`config.mk`:
```
export PLATFORM = sky130hd
export DESIGN_NAME = species_filter
export DESIGN_NICKNAME = d
export VERILOG_FILES = /design/src/rtl/species_filter.sv
export SDC_FILE = /design/constraint.sdc
export NUM_CORES = 1
export LEC_CHECK = 0
export CAP_MARGIN = 25
export CORE_MARGIN = 1
export CORE_UTILIZATION = 50
export CTS_BUF_LIST = sky130_fd_sc_hd__clkbuf_8 sky130_fd_sc_hd__clkbuf_16
export DETAILED_ROUTE_END_ITERATION = 8
export GPL_TIMING_DRIVEN = 0
export HOLD_SLACK_MARGIN = 0.12
export PLACE_DENSITY_LB_ADDON = 0.15
export SLEW_MARGIN = 20
export SYNTH_ARGS = -nofsm -noshare
export SYNTH_HDL_FRONTEND = slang
export SYNTH_SLANG_ARGS = --single-unit
```
`constraint.sdc`:
```
create_clock -name clk -period 7.1 [get_ports clk]
set_input_delay 1.065 -clock clk [delete_from_list [all_inputs] [get_ports clk]]
set_output_delay 1.065 -clock clk [all_outputs]
set_load 0.1 [all_outputs]
```
`src/rtl/species_filter.sv`:
```
// Debounces a stream of classifier results: a class is committed only after
// STABLE_N consecutive identical legal samples; per-class commit counters saturate.
module species_filter #(
  parameter int STABLE_N = 4
) (
  input  logic        clk,
  input  logic        rst_n,
  input  logic        in_valid,
  input  logic [1:0]  species_in,
  input  logic [31:0] score_in,
  output logic        out_valid,
  output logic [1:0]  species_out,
  output logic [31:0] score_out,
  output logic        changed,
  output logic        has_decision,
  output logic        err,
  output logic [7:0]  count0,
  output logic [7:0]  count1,
  output logic [7:0]  count2
);

  typedef enum logic [1:0] {IDLE, TRACK, LOCKED} state_t;

  localparam logic [3:0] LEN_MAX = 4'(STABLE_N);

  state_t     state, state_nx;
  logic [1:0] run_sp, run_sp_nx;
  logic [3:0] run_len, run_len_nx;
  logic       legal, illegal, match, hold_lock, commit;

  function automatic logic [7:0] sat_inc(input logic [7:0] c);
    return (c == 8'hff) ? c : c + 8'd1;
  endfunction

  always_comb begin
    state_nx   = state;
    run_sp_nx  = run_sp;
    run_len_nx = run_len;
    commit     = 1'b0;
    legal      = in_valid && (species_in != 2'd3);
    illegal    = in_valid && (species_in == 2'd3);
    match      = (state != IDLE) && (species_in == run_sp);
    // a locked run that keeps matching neither re-commits nor leaves LOCKED
    hold_lock  = (state == LOCKED) && match;
    if (illegal) begin
      state_nx   = IDLE;
      run_len_nx = 4'd0;
    end else if (legal) begin
      if (match) begin
        run_len_nx = (run_len == LEN_MAX) ? run_len : run_len + 4'd1;
      end else begin
        run_sp_nx  = species_in;
        run_len_nx = 4'd1;
      end
      if (!hold_lock) begin
        if (run_len_nx == LEN_MAX) begin
          commit   = 1'b1;
          state_nx = LOCKED;
        end else begin
          state_nx = TRACK;
        end
      end
    end
  end

  always_ff @(posedge clk or negedge rst_n) begin
    if (!rst_n) begin
      state   <= IDLE;
      run_sp  <= 2'd0;
      run_len <= 4'd0;
    end else begin
      state   <= state_nx;
      run_sp  <= run_sp_nx;
      run_len <= run_len_nx;
    end
  end

  always_ff @(posedge clk or negedge rst_n) begin
    if (!rst_n) begin
      out_valid    <= 1'b0;
      changed      <= 1'b0;
      err          <= 1'b0;
      has_decision <= 1'b0;
      species_out  <= 2'd0;
      score_out    <= 32'd0;
      count0       <= 8'd0;
      count1       <= 8'd0;
      count2       <= 8'd0;
    end else begin
      out_valid <= commit;
      err       <= illegal;
      changed   <= commit && (!has_decision || (species_out != species_in));
      if (commit) begin
        species_out  <= species_in;
        score_out    <= score_in;
        has_decision <= 1'b1;
        case (species_in)
          2'd0:    count0 <= sat_inc(count0);
          2'd1:    count1 <= sat_inc(count1);
          default: count2 <= sat_inc(count2);
        endcase
      end
    end
  end

endmodule
```
## Word level (Yosys, flattened, before mapping)

Cells that the tools add are included.

- Register bits: 70
- Bits of input ports: 37
- Logic and storage cells: 64

- $add $sub $neg: 4
- Eq/ne operators: 12
- Multiplexer cells: 14
- Bitwise gates (word level): 6
- Reduce and logical (&&, ||, !) cells: 16

Operators with widths:

| kind | count |
|---|---|
| $add A8 B1 Y8 const B | 3 |
| $eq A8 B8 Y1 const B | 3 |
| $mux W4 | 6 |
| $reduce_and A3 Y1 | 4 |
| $eq A4 B3 Y1 const B | 2 |
| $mux W2 | 4 |
| $not A1 Y1 | 6 |
| $logic_and A1 B1 Y1 | 5 |
| $add A4 B1 Y4 const B | 1 |
| $eq A2 B2 Y1 const B | 2 |
| $mux W1 | 4 |
| $ne A2 B2 Y1 const B | 2 |
| $reduce_bool A2 Y1 | 2 |
| $eq A2 B1 Y1 const B | 1 |
| $eq A2 B2 Y1 | 1 |
| $logic_not A2 Y1 | 1 |
| $ne A2 B2 Y1 | 1 |
| $reduce_and A2 Y1 | 1 |
| $reduce_or A2 Y1 | 1 |
| $logic_not A1 Y1 | 1 |
| $logic_or A1 B1 Y1 | 1 |

## Logic depth before layout (Yosys ltp)

- Word-level depth: 11
- Mapped depth: 9

## Worst setup path before layout

No wires, ideal clock.

- Path kind: input-to-reg
- Start point: in species_in[0]
- End point: reg species_out[0]
- Library setup time: 0.128 ns
- Arrival: 2.536 ns
- Data required time: 6.972 ns
- Path slack: 4.436 ns
- Stages on the path: 6
- Cell sequence: buf_2 xnor2_2 a32oi_2 nor3_4 buf_6 mux2_1

- Word-level cells in the longest chain between the ends: 10

Ends and longest elaborated chain:

| what | line | source |
|---|---|---|
| start: declaration | 9 | `input logic [1:0] species_in,` |
| $eq A2 B2 Y1 | 42 | `match = (state != IDLE) && (species_in == run_sp);` |
| $logic_and A1 B1 Y1 | 42 |  |
| $mux W4 | 49 | `if (match) begin` |
| $mux W4 | 48 | `end else if (legal) begin` |
| $mux W4 | 45 | `if (illegal) begin` |
| $eq A4 B3 Y1 | 56 | `if (run_len_nx == LEN_MAX) begin` |
| $mux W1 | 56 |  |
| $mux W1 | 55 | `if (!hold_lock) begin` |
| $mux W1 | 48 |  |
| $mux W1 | 45 |  |
| end signal: assignment | 94 | `species_out <= species_in;` |
| end: declaration | 12 | `output logic [1:0] species_out,` |

Several ways; a longest one is shown, not always the timed one. The select of a mux whose other input is x is not followed.
A chain may end at the register's enable or synchronous reset.

## Final worst setup path

- Start point: in species_in[0]
- End point: reg species_out[1]

- Word-level cells in the longest chain between the ends: 10

Ends and longest elaborated chain:

| what | line |
|---|---|
| $eq A2 B2 Y1 | 42 |
| $logic_and A1 B1 Y1 | 42 |
| $mux W4 | 49 |
| $mux W4 | 48 |
| $mux W4 | 45 |
| $eq A4 B3 Y1 | 56 |
| $mux W1 | 56 |
| $mux W1 | 55 |
| $mux W1 | 48 |
| $mux W1 (*) | 45 |

Every way passes the cells marked *; elsewhere a longest branch is shown, timed or not. The select of a mux whose other input is x is not followed.

==> flow_metrics.tcl <==
set metrics [dict create \
    relSlewSlack 0.322 \
    cts_root_buffer "clkbuf_8" \
    fillers 411 \
    hp-class "register to register" \
    cts_setup_buffers 0 \
    syn_area_um2 3140 \
    ys_ff_latch 70 \
    cts_inserted_buffers 9 \
    synth_edf_count 0 \
    clk_latency_ns 0.34 \
    rows 28 \
    grt_max_degree 43 \
    synthTopCellsByArea "dfrtp_1 (56%), mux2_1 (9.7%), xnor2_1 (5.9%), mux2_2 (3.6%), nand4_1 (2.8%)" \
    synth_top_area_frac 0.558 \
    cp-start-kind "primary input" \
    first_pass_iters 4 \
    irDropWorstVdd_v 0.000244 \
    hpwlAfterDp_um 4850 \
    syn_area_per_cell_um2 12.9 \
    syn_to_final_growth_pct 41.6 \
    ctsHoldBuffers 0 \
    layout_min_cycle_time_ns 3.13 \
    synth_top_area_cell "dfrtp_1" \
    synth_cells 243 \
    initial_core_util 0.524 \
    synthTopCellsByCount "dfrtp_1 (70), mux2_1 (27), xnor2_1 (21), nand2_1 (14), nand4_1 (14)" \
    min_period_over_period 0.441 \
    drtAntennaViolNets 0 \
    slew_violations 0 \
    nNetsFinal 395 \
    grt_pass1_wl_um 11200 \
    path_cells "clkdlybuf4s50_1 -> buf_2 -> xnor2_2 -> a32oi_2 -> nor3_4 -> buf_6 -> mux2_1" \
    antenna_found_initial 0 \
    fmax_mhz 320 \
    ys.flop_type "dfrtp_1" \
    tightest_slew_ns 1.01 \
    die_w_um 81.2 \
    yosysMostFrequentCell "dfrtp_1" \
    htree_num_levels 3 \
    ctsResizeCount 0 \
    powerDensity_nw_per_um2 293 \
    fp.dieArea_um2 6600 \
    vias_per_cell 5.39 \
    required_ns 7.32 \
    async_flop_share 1.00 \
    antenna-diode-count 0 \
    cp_slowest_cell "nor3_4" \
    layout_setup_ws_ns 3.97 \
    drc_errors 0 \
    drtIter0Drc 74 \
    rsz0062_at_grt "no" \
    place.gp.congestion 0.776 \
    multi_input_area_um2 1320 \
    grt_util_all_layers 0.226 \
    setup_viol_count_final 0 \
    coreArea_um2 5990 \
    syn-num-nets 285 \
    die_h_um 81.2 \
    cts_sinks 70 \
    port_buffers 98 \
    critPathCaptureType "register" \
    cp_slowest_stage_delay_ns 0.57 \
    maxCapViolCount 0 \
    drive_above_1_share 0.115 \
    wl_per_cell_um 15.5 \
    status "finished clean" \
    regArea_um2 1750 \
    grt_pass1_vias 2359 \
    synthDistinctLibCells 39 \
    critical_path_class "primary input to register" \
    drt_wl_total_um 6720 \
    clock_path_buffers 2 \
    yosysWarnings 0 \
    finalSetupTns_ns 0 \
    grt_overflow 0 \
    fin_worst_skew_ns 0.00558 \
    dpl_worst_slack_ns 3.62 \
    crit_arrival_ns 3.35 \
    cts_tree "built" \
    via_count 2336 \
    clk_pin_slew_ns 0.07 \
    hold_viol_final 0 \
    synth-seq-area-share 0.558 \
    leakage_nw 1.99 \
    cp_max_fo 10 \
    ios 99 \
]
[worst paths after layout]
| check | slack, ns | cells after the start | to | from |
|---|---|---|---|---|
| min in group asynchronous | 0.65 | 1 | score_out[13] | rst_n |
| max in group asynchronous | 5.92 | 2 | species_out[1] | rst_n |
| worst min-delay path | 0.48 | 1 | score_out[7] | score_out[7] |
| worst max register to register | 4.38 | 8 | species_out[1] | run_len[0] |
| worst min register to register | 0.48 | 1 | score_out[7] | score_out[7] |
| worst max-delay path | 3.97 | 7 | species_out[1] | species_in[0] |
[stage by stage]
stage                     total power, mW  instances  hold slack [ns]  instance area, µm²  utilization
after floorplan                     0.833        243            0.487                3140            -
after global placement              0.959        416            0.466                4210        0.703
after detailed placement            0.967        417            0.476                4230        0.706
after CTS                            1.32        433            0.490                4450        0.742
after global routing                 1.35        433            0.510                4450        0.742
final                                1.30        433            0.485                4450        0.742
[sequential cells by signal, indices dropped and copies added, names as in the netlist]
register      cells
species_out       2
run_len           4
score_out        32
err               1
count1            8
out_valid         1
count2            8
has_decision      1
run_sp            2
changed           1
count0            8
state             2
[placed cells by master (no fill, tap or decap), types with 2 or more instances in the layout]
cell and count:
dfrtp_1 70, ha_1 5, and3_1 5, mux2_2 10, nand2b_1 2, and4bb_2 2, clkbuf_1 2, a21oi_1 5
nand4_1 14, inv_1 6, o21ai_0 10, mux2_1 27, xor2_1 3, clkinv_2 2, nor4_4 2, clkbuf_8 10
clkdlybuf4s50_1 97, nor2b_1 3, nand3_1 9, nor2_1 9, xnor2_1 21, bufinv_16 2, nand2_1 14, buf_2 3
and4_1 2, nor4_1 2, buf_6 3
[report_power, final]
group          total (mW)  leakage [nW]  switching (mW)  internal (mW)
logic               0.488         0.912           0.367          0.121
clock network       0.346         0.119           0.142          0.204
registers           0.471         0.956          0.0285          0.442
total                1.30          1.99           0.538          0.767
[kinds of logic (layout without fill, tap and decap cells)]
kind of cell    Yosys count  after routing  share of synthesized area
flops                    70             70                      0.558
fa+ha+maj                 5              5                     0.0199
buf+inv                  12            127                     0.0227
xor+xnor                 25             25                     0.0721
simple gates             69             69                      0.138
compound gates           25             25                     0.0570
mux                      37             37                      0.133
[cell type report]
| class | count | area share |
|---|---|---|
| buffer | 8 | 0.0127 |
| clock buffer | 10 | 0.0310 |
| clock inverter | 6 | 0.0174 |
| inverter | 4 | 0.00338 |
| multi-input combinational | 161 | 0.296 |
| sequential | 70 | 0.394 |
| tap | 75 | 0.0211 |
| timing repair buffer | 99 | 0.225 |
[routing by layer]
metal	share of wire	wire, µm	global-route usage	vias up
li1	-	-	-	1097
met2	0.49	3320	0.367	72
met3	0.065	436	0.0753	9
met1	0.43	2870	0.271	1158
met4	0.014	91	0.105	0
met5	0	0	0	-
[critical path: cells and delay by family]
kind / cells / cell delay, ns
muxes: 1 / 0.34
AOI/OAI and AO/OA: 1 / 0.23
xor gates and xnor gates: 1 / 0.19
and+or+nand+nor: 1 / 0.57
buffers and inverters: 3 / 0.95
No activity file was read; power rests on OpenSTA's default activity.
